`src/rtl/regfile_rr_arbiter.sv`:
```
// Two-port register file behind a round-robin arbiter: one access is accepted
// in IDLE, carried out in a single ACCESS cycle, and read data returns one cycle later.
module regfile_rr_arbiter #(
   parameter int WIDTH = 8,
   parameter int DEPTH = 4,
   localparam int AW = (DEPTH > 1) ? $clog2(DEPTH) : 1
) (
   input  logic             clk,
   input  logic             rst,
   input  logic             req0,
   input  logic             req1,
   input  logic             we0,
   input  logic             we1,
   input  logic [AW-1:0]    addr0,
   input  logic [AW-1:0]    addr1,
   input  logic [WIDTH-1:0] wdata0,
   input  logic [WIDTH-1:0] wdata1,
   output logic             gnt0,
   output logic             gnt1,
   output logic [WIDTH-1:0] rdata,
   output logic             rvalid,
   output logic             rsrc
);

   typedef enum logic {IDLE = 1'b0, ACCESS = 1'b1} state_t;

   localparam logic [AW:0] DEPTH_W = (AW + 1)'(DEPTH);

   state_t           state_q;
   logic             prio_q;
   logic             win_q;
   logic             we_q;
   logic [AW-1:0]    addr_q;
   logic [WIDTH-1:0] wdata_q;
   logic             gnt0_q;
   logic             gnt1_q;
   logic [WIDTH-1:0] rdata_q;
   logic             rvalid_q;
   logic             rsrc_q;
   logic [WIDTH-1:0] mem_q [DEPTH];

   logic             win_d;
   logic             addr_ok;

   // With both requesting, prio decides; otherwise whoever asks wins.
   always_comb begin
      win_d = req1;
      if (req0 && req1) begin
         win_d = prio_q;
      end
   end

   assign addr_ok = ({1'b0, addr_q} < DEPTH_W);

   always_ff @(posedge clk) begin
      if (rst) begin
         state_q  <= IDLE;
         prio_q   <= 1'b0;
         win_q    <= 1'b0;
         we_q     <= 1'b0;
         addr_q   <= '0;
         wdata_q  <= '0;
         gnt0_q   <= 1'b0;
         gnt1_q   <= 1'b0;
         rdata_q  <= '0;
         rvalid_q <= 1'b0;
         rsrc_q   <= 1'b0;
         for (int i = 0; i < DEPTH; i++) begin
            mem_q[i] <= '0;
         end
      end else begin
         rvalid_q <= 1'b0;
         gnt0_q   <= 1'b0;
         gnt1_q   <= 1'b0;
         case (state_q)
            IDLE: begin
               if (req0 || req1) begin
                  win_q   <= win_d;
                  prio_q  <= ~win_d;
                  we_q    <= win_d ? we1 : we0;
                  addr_q  <= win_d ? addr1 : addr0;
                  wdata_q <= win_d ? wdata1 : wdata0;
                  gnt0_q  <= ~win_d;
                  gnt1_q  <= win_d;
                  state_q <= ACCESS;
               end
            end
            ACCESS: begin
               // Requests are not looked at here; the latched command executes.
               state_q <= IDLE;
               if (we_q) begin
                  if (addr_ok) begin
                     mem_q[addr_q] <= wdata_q;
                  end
               end else begin
                  rdata_q  <= addr_ok ? mem_q[addr_q] : '0;
                  rvalid_q <= 1'b1;
                  rsrc_q   <= win_q;
               end
            end
            default: state_q <= IDLE;
         endcase
      end
   end

   assign gnt0   = gnt0_q;
   assign gnt1   = gnt1_q;
   assign rdata  = rdata_q;
   assign rvalid = rvalid_q;
   assign rsrc   = rsrc_q;

endmodule

```
`config.mk`:
```
export PLATFORM = sky130hd
export DESIGN_NAME = regfile_rr_arbiter
export DESIGN_NICKNAME = d
export VERILOG_FILES = /design/src/rtl/regfile_rr_arbiter.sv
export SDC_FILE = /design/constraint.sdc
export NUM_CORES = 1
export LEC_CHECK = 0
export CAP_MARGIN = 30
export CORE_UTILIZATION = 30
export CTS_CLUSTER_SIZE = 28
export DETAILED_ROUTE_END_ITERATION = 10
export PLACE_DENSITY = 0.48
export SYNTH_ARGS = -nofsm -noshare
export SYNTH_HDL_FRONTEND = slang
export SYNTH_SLANG_ARGS = --single-unit
```
`constraint.sdc`:
```
create_clock -name clk -period 4.4 [get_ports clk]
set_clock_uncertainty 0.2 [all_clocks]
set_input_delay 0.66 -clock clk [delete_from_list [all_inputs] [get_ports clk]]
set_output_delay 0.66 -clock clk [all_outputs]
set_load 0.02 [all_outputs]
```
==> results by group, run 1 <==
Outcome
  • Status: finished clean

Synth
  • Async S/R FF share, synth: 0
  • Synth Net Count: between 150 and 200
  • Synth Cell Area: between 2000 and 2500 µm²
  • #FFs+latches synth: 58
  • Yosys top cell area share: 0.399
  • Synth Flop Type: edfxtp_1
  • Synth cell types: 25
  • Synthesized instance count: approximately 170
  • Sequential-to-total area share from yosys stat: 0.615
  • EDFF count, synth: 32
  • Synth area leaders: edfxtp_1 40%, dfxtp_1 22%, and2_1 8.3%, mux4_2 7.5%, a221o_1 4.6%
  • Syn_area_per_cell: 13.9 µm²
  • Leading area contributor after synthesis: edfxtp_1
  • Synth cell count leaders: 32 x and2_1, 32 x edfxtp_1, 26 x dfxtp_1
  • Count of warnings emitted by yosys: 0

CTS
  • Max Root-Sink Buffers: 2
  • Setup Buffers After CTS: 0
  • Clk sink count: 58
  • Clock root cell: clkbuf_8
  • Worst-Skew Late Latency: roughly 340 ps
  • Num CTS Buffers: 9
  • CTS tree: built
  • Post-CTS sizing: 0
  • CTS Hold Bufs: 0
  • CTS H-tree depth: 3
  • Clock-pin transition on the worst setup and hold timing paths: roughly 60 ps

Cells and area
  • Layout area overhead: 26.9%
  • Fill cell count: ~750
  • Antenna fix cells: 0
  • Final Non-Filler Cells: approximately 320
  • Nets@finish: 237
  • Share of layout cells above drive strength 1: 0.125
  • Layout Utilization: 0.394

Place
  • DPL Wire Length: 3660 µm
  • I/O Buffers: 37
  • Place WS: between 1000 and 1500 ps
  • GP Congestion: roughly 0.77
  • Placed cells: about 300

Detailed routing
  • Drt pass-1 iters: 4
  • Via-to-Cell Ratio: approximately 4.6
  • Post-route ant nets: 0
  • Initial DRC Count: 72
  • Routed wire per std cell: 15.5 µm
  • Routed vias: around 1500
  • DRC violations left: 0
  • Wirelength, routed: 4930 µm

Global routing
  • Vias in the first global route: roughly 1600
  • Initial antenna violation count: 0
  • First-pass GRT wire length: approximately 8000 µm
  • Grt total ovfl: 0
  • Overall Global Routing Usage: 0.133
  • Largest net degree at the start of global routing: 21

STA
  • RSZ-0062 raised after global routing: no
  • Final clock period utilization by the worst path: 0.601
  • Final slew viol count: 0
  • Setup TNS: 0 ps
  • Max-slew headroom: 0.505
  • F_max: around 0.38 GHz
  • Worst Tran Pin Value: 742 ps
  • Final Hold Viols: 0
  • Final setup viols: 0
  • Final min period: between 2000 and 3000 ps
  • Tightest hold margin: 299 ps
  • Setup WS post-layout: roughly 1800 ps

Floorplanning
  • Die height: 91.6 µm
  • Num ports: 38
  • Die area: approximately 8400 µm²
  • Floorplan core area: 7770 µm²
  • Effective utilization at floorplan: 0.310
  • Die Wd: a little over 90 µm
  • Site row count: 32

Run
  • Max Cap Viol: 0

Setup path
  • WS Path Type: in2reg
  • Critical path peak fanout: 13
  • CP startpoint kind: input port
  • Crit path DAT: roughly 2400 ps
  • Worst setup EP type: register
  • Critical Path RT: between 4000 and 5000 ps

Hold path
  • Hold Crit Class: reg2reg

Pwr
  • Leakage: 1.14 nW
  • Max rail drop VDD: just under 0.2 mV
  • Cell Pwr Density: just over 400 nW/µm²
## per-stage QoR
| step | instance area, µm² | total power [mW] |
|---|---|---|
| 2_1_floorplan | 2410 | 0.699 |
| 3_3_place_gp | 2850 | 0.754 |
| 3_5_place_dp | 2850 | 0.757 |
| 4_1_cts | 3060 | 1.28 |
| 5_1_grt | 3060 | 1.32 |
| 6_report | 3060 | 1.26 |
## cell families after synthesis
logic type,Yosys count,synth area share
buf+inv,12,0.0291
mux,17,0.112
compound gates,16,0.0649
flops,58,0.615
simple gates,70,0.179
## sequential cells by signal, summed over array words and instances (netlist names)
name,flops
addr_q,2
gnt0,1
gnt1,1
mem_q,32
prio_q,1
rdata,8
rsrc,1
rvalid,1
state_q,1
wdata_q,8
we_q,1
win_q,1
## worst max-delay path, cell delays in order
cell             delay, ps
clkdlybuf4s50_1        640
nand4bb_1              320
nor2_1                 370
or2_1                  440
## worst paths after layout
kind / from / end / slack [ps] / cells after the start
setup / recovery: rst / mem_q[0][5] / 1760 / 4
hold / removal: win_q / win_q / 300 / 2
setup reg to reg: addr_q[0] / mem_q[0][5] / 2190 / 3
hold reg to reg: win_q / win_q / 300 / 2
## report_power, final
part	internal (mW)	switching (mW)
Clock	0.316	0.205
Sequential	0.599	0.0269
Combinational	0.0676	0.0487
## cell type report
class / instances / area (µm²) / area share
clock buffer: 10 / 128 / 0.0417
clock inverter: 6 / 82.6 / 0.0270
inverter: 1 / 3.75 / 0.00123
multi-input combinational: 103 / 858 / 0.281
sequential: 58 / 1480 / 0.484
tap: 102 / 128 / 0.0417
timing repair buffer: 38 / 378 / 0.124
## metal layers
metal	vias up	GRT usage	share of wire
met4	0	0.0675	0.022
met5	-	0	0
met3	11	0.0448	0.038
met1	706	0.156	0.46
li1	713	-	-
met2	37	0.215	0.48
## cell usage in the layout, fill, tap and decap left out, types with 2 or more instances in the layout
master           Yosys  layout
nor2_1              14      14
clkinv_2             0       2
mux2i_1              9       9
nand2b_1             3       3
dfxtp_1             26      26
and2_1              32      32
edfxtp_1            32      32
clkdlybuf4s50_1      0      37
nor3b_1             11      11
clkbuf_8             0       9
mux4_2               8       8
bufinv_16            0       2
nor2b_1              2       2
or2_1                3       3
a221o_1             11      11
(Power assumes the default switching activity.)
==> inputs of run 2 (changes only) <==
Settings changed: PLACE_DENSITY 0.48 to 0.49.
Clock period 4.4 ns to 2.2 ns, I/O delays scaled along.
==> run 2 against run 1 <==
Net effect:
- die area stayed put
- power grew 91%
- worst setup slack lost 1400 ps
- critical path depth down 3
- non-clock buffer count grew 12
- clock power up 75%
==> results by group, run 2 (synthesis gave the netlist of run 1 again) <==
Cells and area
  • Nets@finish: around 250
  • Share of layout cells above drive strength 1: 0.163
  • Max reg flops: 32
  • Most frequent cells in the layout: 37 x clkdlybuf4s50_1, 32 x and2_1, 32 x edfxtp_1, 26 x dfxtp_1, 14 x nor2_1
  • Most common cell after layout, fill and taps aside: clkdlybuf4s50_1
  • Fill cell count: ~750
  • Layout area overhead: 29.8%
  • Antenna fix cells: 0
  • Top reg by flops: mem_q

Pwr
  • Leakage: 1.19 nW
  • Max rail drop VDD: roughly 0.31 mV
  • Cell Pwr Density: 771 nW/µm²

Setup path
  • RR Endpoint: mem_q[1][4]
  • CP max stage cell: clkdlybuf4s50_1
  • Crit path DAT: 1270 ps
  • R2R depth: 3
  • R2R setup slack: between 400 and 500 ps
  • RR Startpoint: state_q
  • Critical Path RT: between 1500 and 2000 ps
  • Critical path peak fanout: 2
  • Worst Setup SP: rdata[6]
  • CP endpoint: rdata[6]
  • CP startpoint kind: register
  • Cell Chain, Critical Path: clkdlybuf4s50_1
  • CP delay by family, top: buffers and inverters
  • Buf+Inv Stages, Crit Path: 1
  • Critical Path Stages: 1
  • WS Path Type: reg2out
  • Crit path largest cell delay: 600 ps
  • Worst setup EP type: output pin

CTS
  • Post-CTS sizing: 0
  • Clk sink count: 58
  • CTS Hold Bufs: 0
  • Clock root cell: clkbuf_8
  • Clock-pin transition on the worst setup and hold timing paths: 70 ps
  • CTS H-tree depth: 3
  • Setup Buffers After CTS: 0
  • Worst-Skew Late Latency: approximately 330 ps
  • Num CTS Buffers: 9
  • CTS tree: built
  • Max Root-Sink Buffers: 2

Place
  • Place WS: 44.1 ps
  • GP Congestion: a little over 0.7
  • DPL Wire Length: 3340 µm
  • I/O Buffers: 37

Outcome
  • Status: finished clean

Detailed routing
  • DRC violations left: 0
  • Routed wire per std cell: 14.3 µm
  • Initial DRC Count: 77
  • Drt pass-1 iters: 4
  • Routed vias: ~1500
  • Post-route ant nets: 0
  • Wirelength, routed: 4710 µm
  • Via-to-Cell Ratio: roughly 4.5

Run
  • Max Cap Viol: 0

Floorplanning
  • Die area: between 8000 and 9000 µm²
  • Die Wd: 91.6 µm
  • Num ports: 38
  • Site row count: 32
  • Floorplan core area: approximately 7800 µm²
  • Effective utilization at floorplan: 0.310
  • Die height: between 90 and 100 µm

STA
  • Worst Tran Pin Value: ~360 ps
  • Final slew viol count: 0
  • F_max: around 0.56 GHz
  • Final clock period utilization by the worst path: 0.817
  • Max-slew headroom: 0.759
  • Final setup viols: 0
  • RSZ-0062 raised after global routing: no
  • Final Hold Viols: 0
  • Setup TNS: 0 ps
  • Final min period: approximately 1800 ps
  • Setup WS post-layout: 402 ps

Global routing
  • Largest net degree at the start of global routing: 22
  • Overall Global Routing Usage: 0.131
  • Initial antenna violation count: 0
  • Vias in the first global route: 1576
  • First-pass GRT wire length: 8110 µm
  • Grt total ovfl: 0

Hold path
  • Hold Crit Class: reg2reg
==> run 2: cell count changes in the layout (fill, tap and decap cells not counted), sizes merged <==
cell	change
clkbuf	+1
buf	+12
bufinv	-1
clkinv	-1
==> run 2: metal layers <==
metal,track usage,wire length (µm)
met1,0.176,2310
met2,0.194,2050
met5,0,0
met4,0.0754,123
met3,0.0315,224
==> run 2: final cells by class <==
cell class / count / area [µm²] / area share
Tap cell: 102 / 128 / 0.0408
Sequential cell: 58 / 1480 / 0.474
Multi-Input combinational cell: 103 / 858 / 0.275
Clock buffer: 11 / 131 / 0.0420
Clock inverter: 4 / 43.8 / 0.0140
Timing Repair Buffer: 50 / 480 / 0.154
Inverter: 1 / 3.75 / 0.00120
==> run 2: worst reg2reg max path: stages, from the launching register on <==
cell and delay, ps:
dfxtp_1 440, and3b_1 220, and3_4 240, or2_1 310
==> run 2: how the worst min path moves through the flow <==
| stage | from | endpoint | depth (start not counted) |
|---|---|---|---|
| floorplan | win_q | win_q | 2 |
| global placement | rdata[1] | rdata[1] | 2 |
| detailed placement | rdata[7] | rdata[7] | 2 |
| CTS | rdata[7] | rdata[7] | 2 |
| global route | rdata[6] | rdata[6] | 2 |
| finish | rdata[7] | rdata[7] | 2 |
==> run 2: through the flow <==
stage          instances  hold slack (ps)  instance area (µm²)  total power [mW]  utilization
3_3_place_gp         314              275                 2950              1.53        0.380
3_5_place_dp         314              288                 2950              1.53        0.380
5_1_grt              329              343                 3130              2.53        0.403
2_1_floorplan        173              255                 2410              1.40            -
6_report             329              295                 3130              2.41        0.403
4_1_cts              329              304                 3130              2.44        0.403
==> run 2: power breakdown <==
group	internal, mW	leakage, nW	switching (mW)
Clock	0.510	0.0906	0.404
Combinational	0.151	0.552	0.108
Sequential	1.20	0.544	0.0384
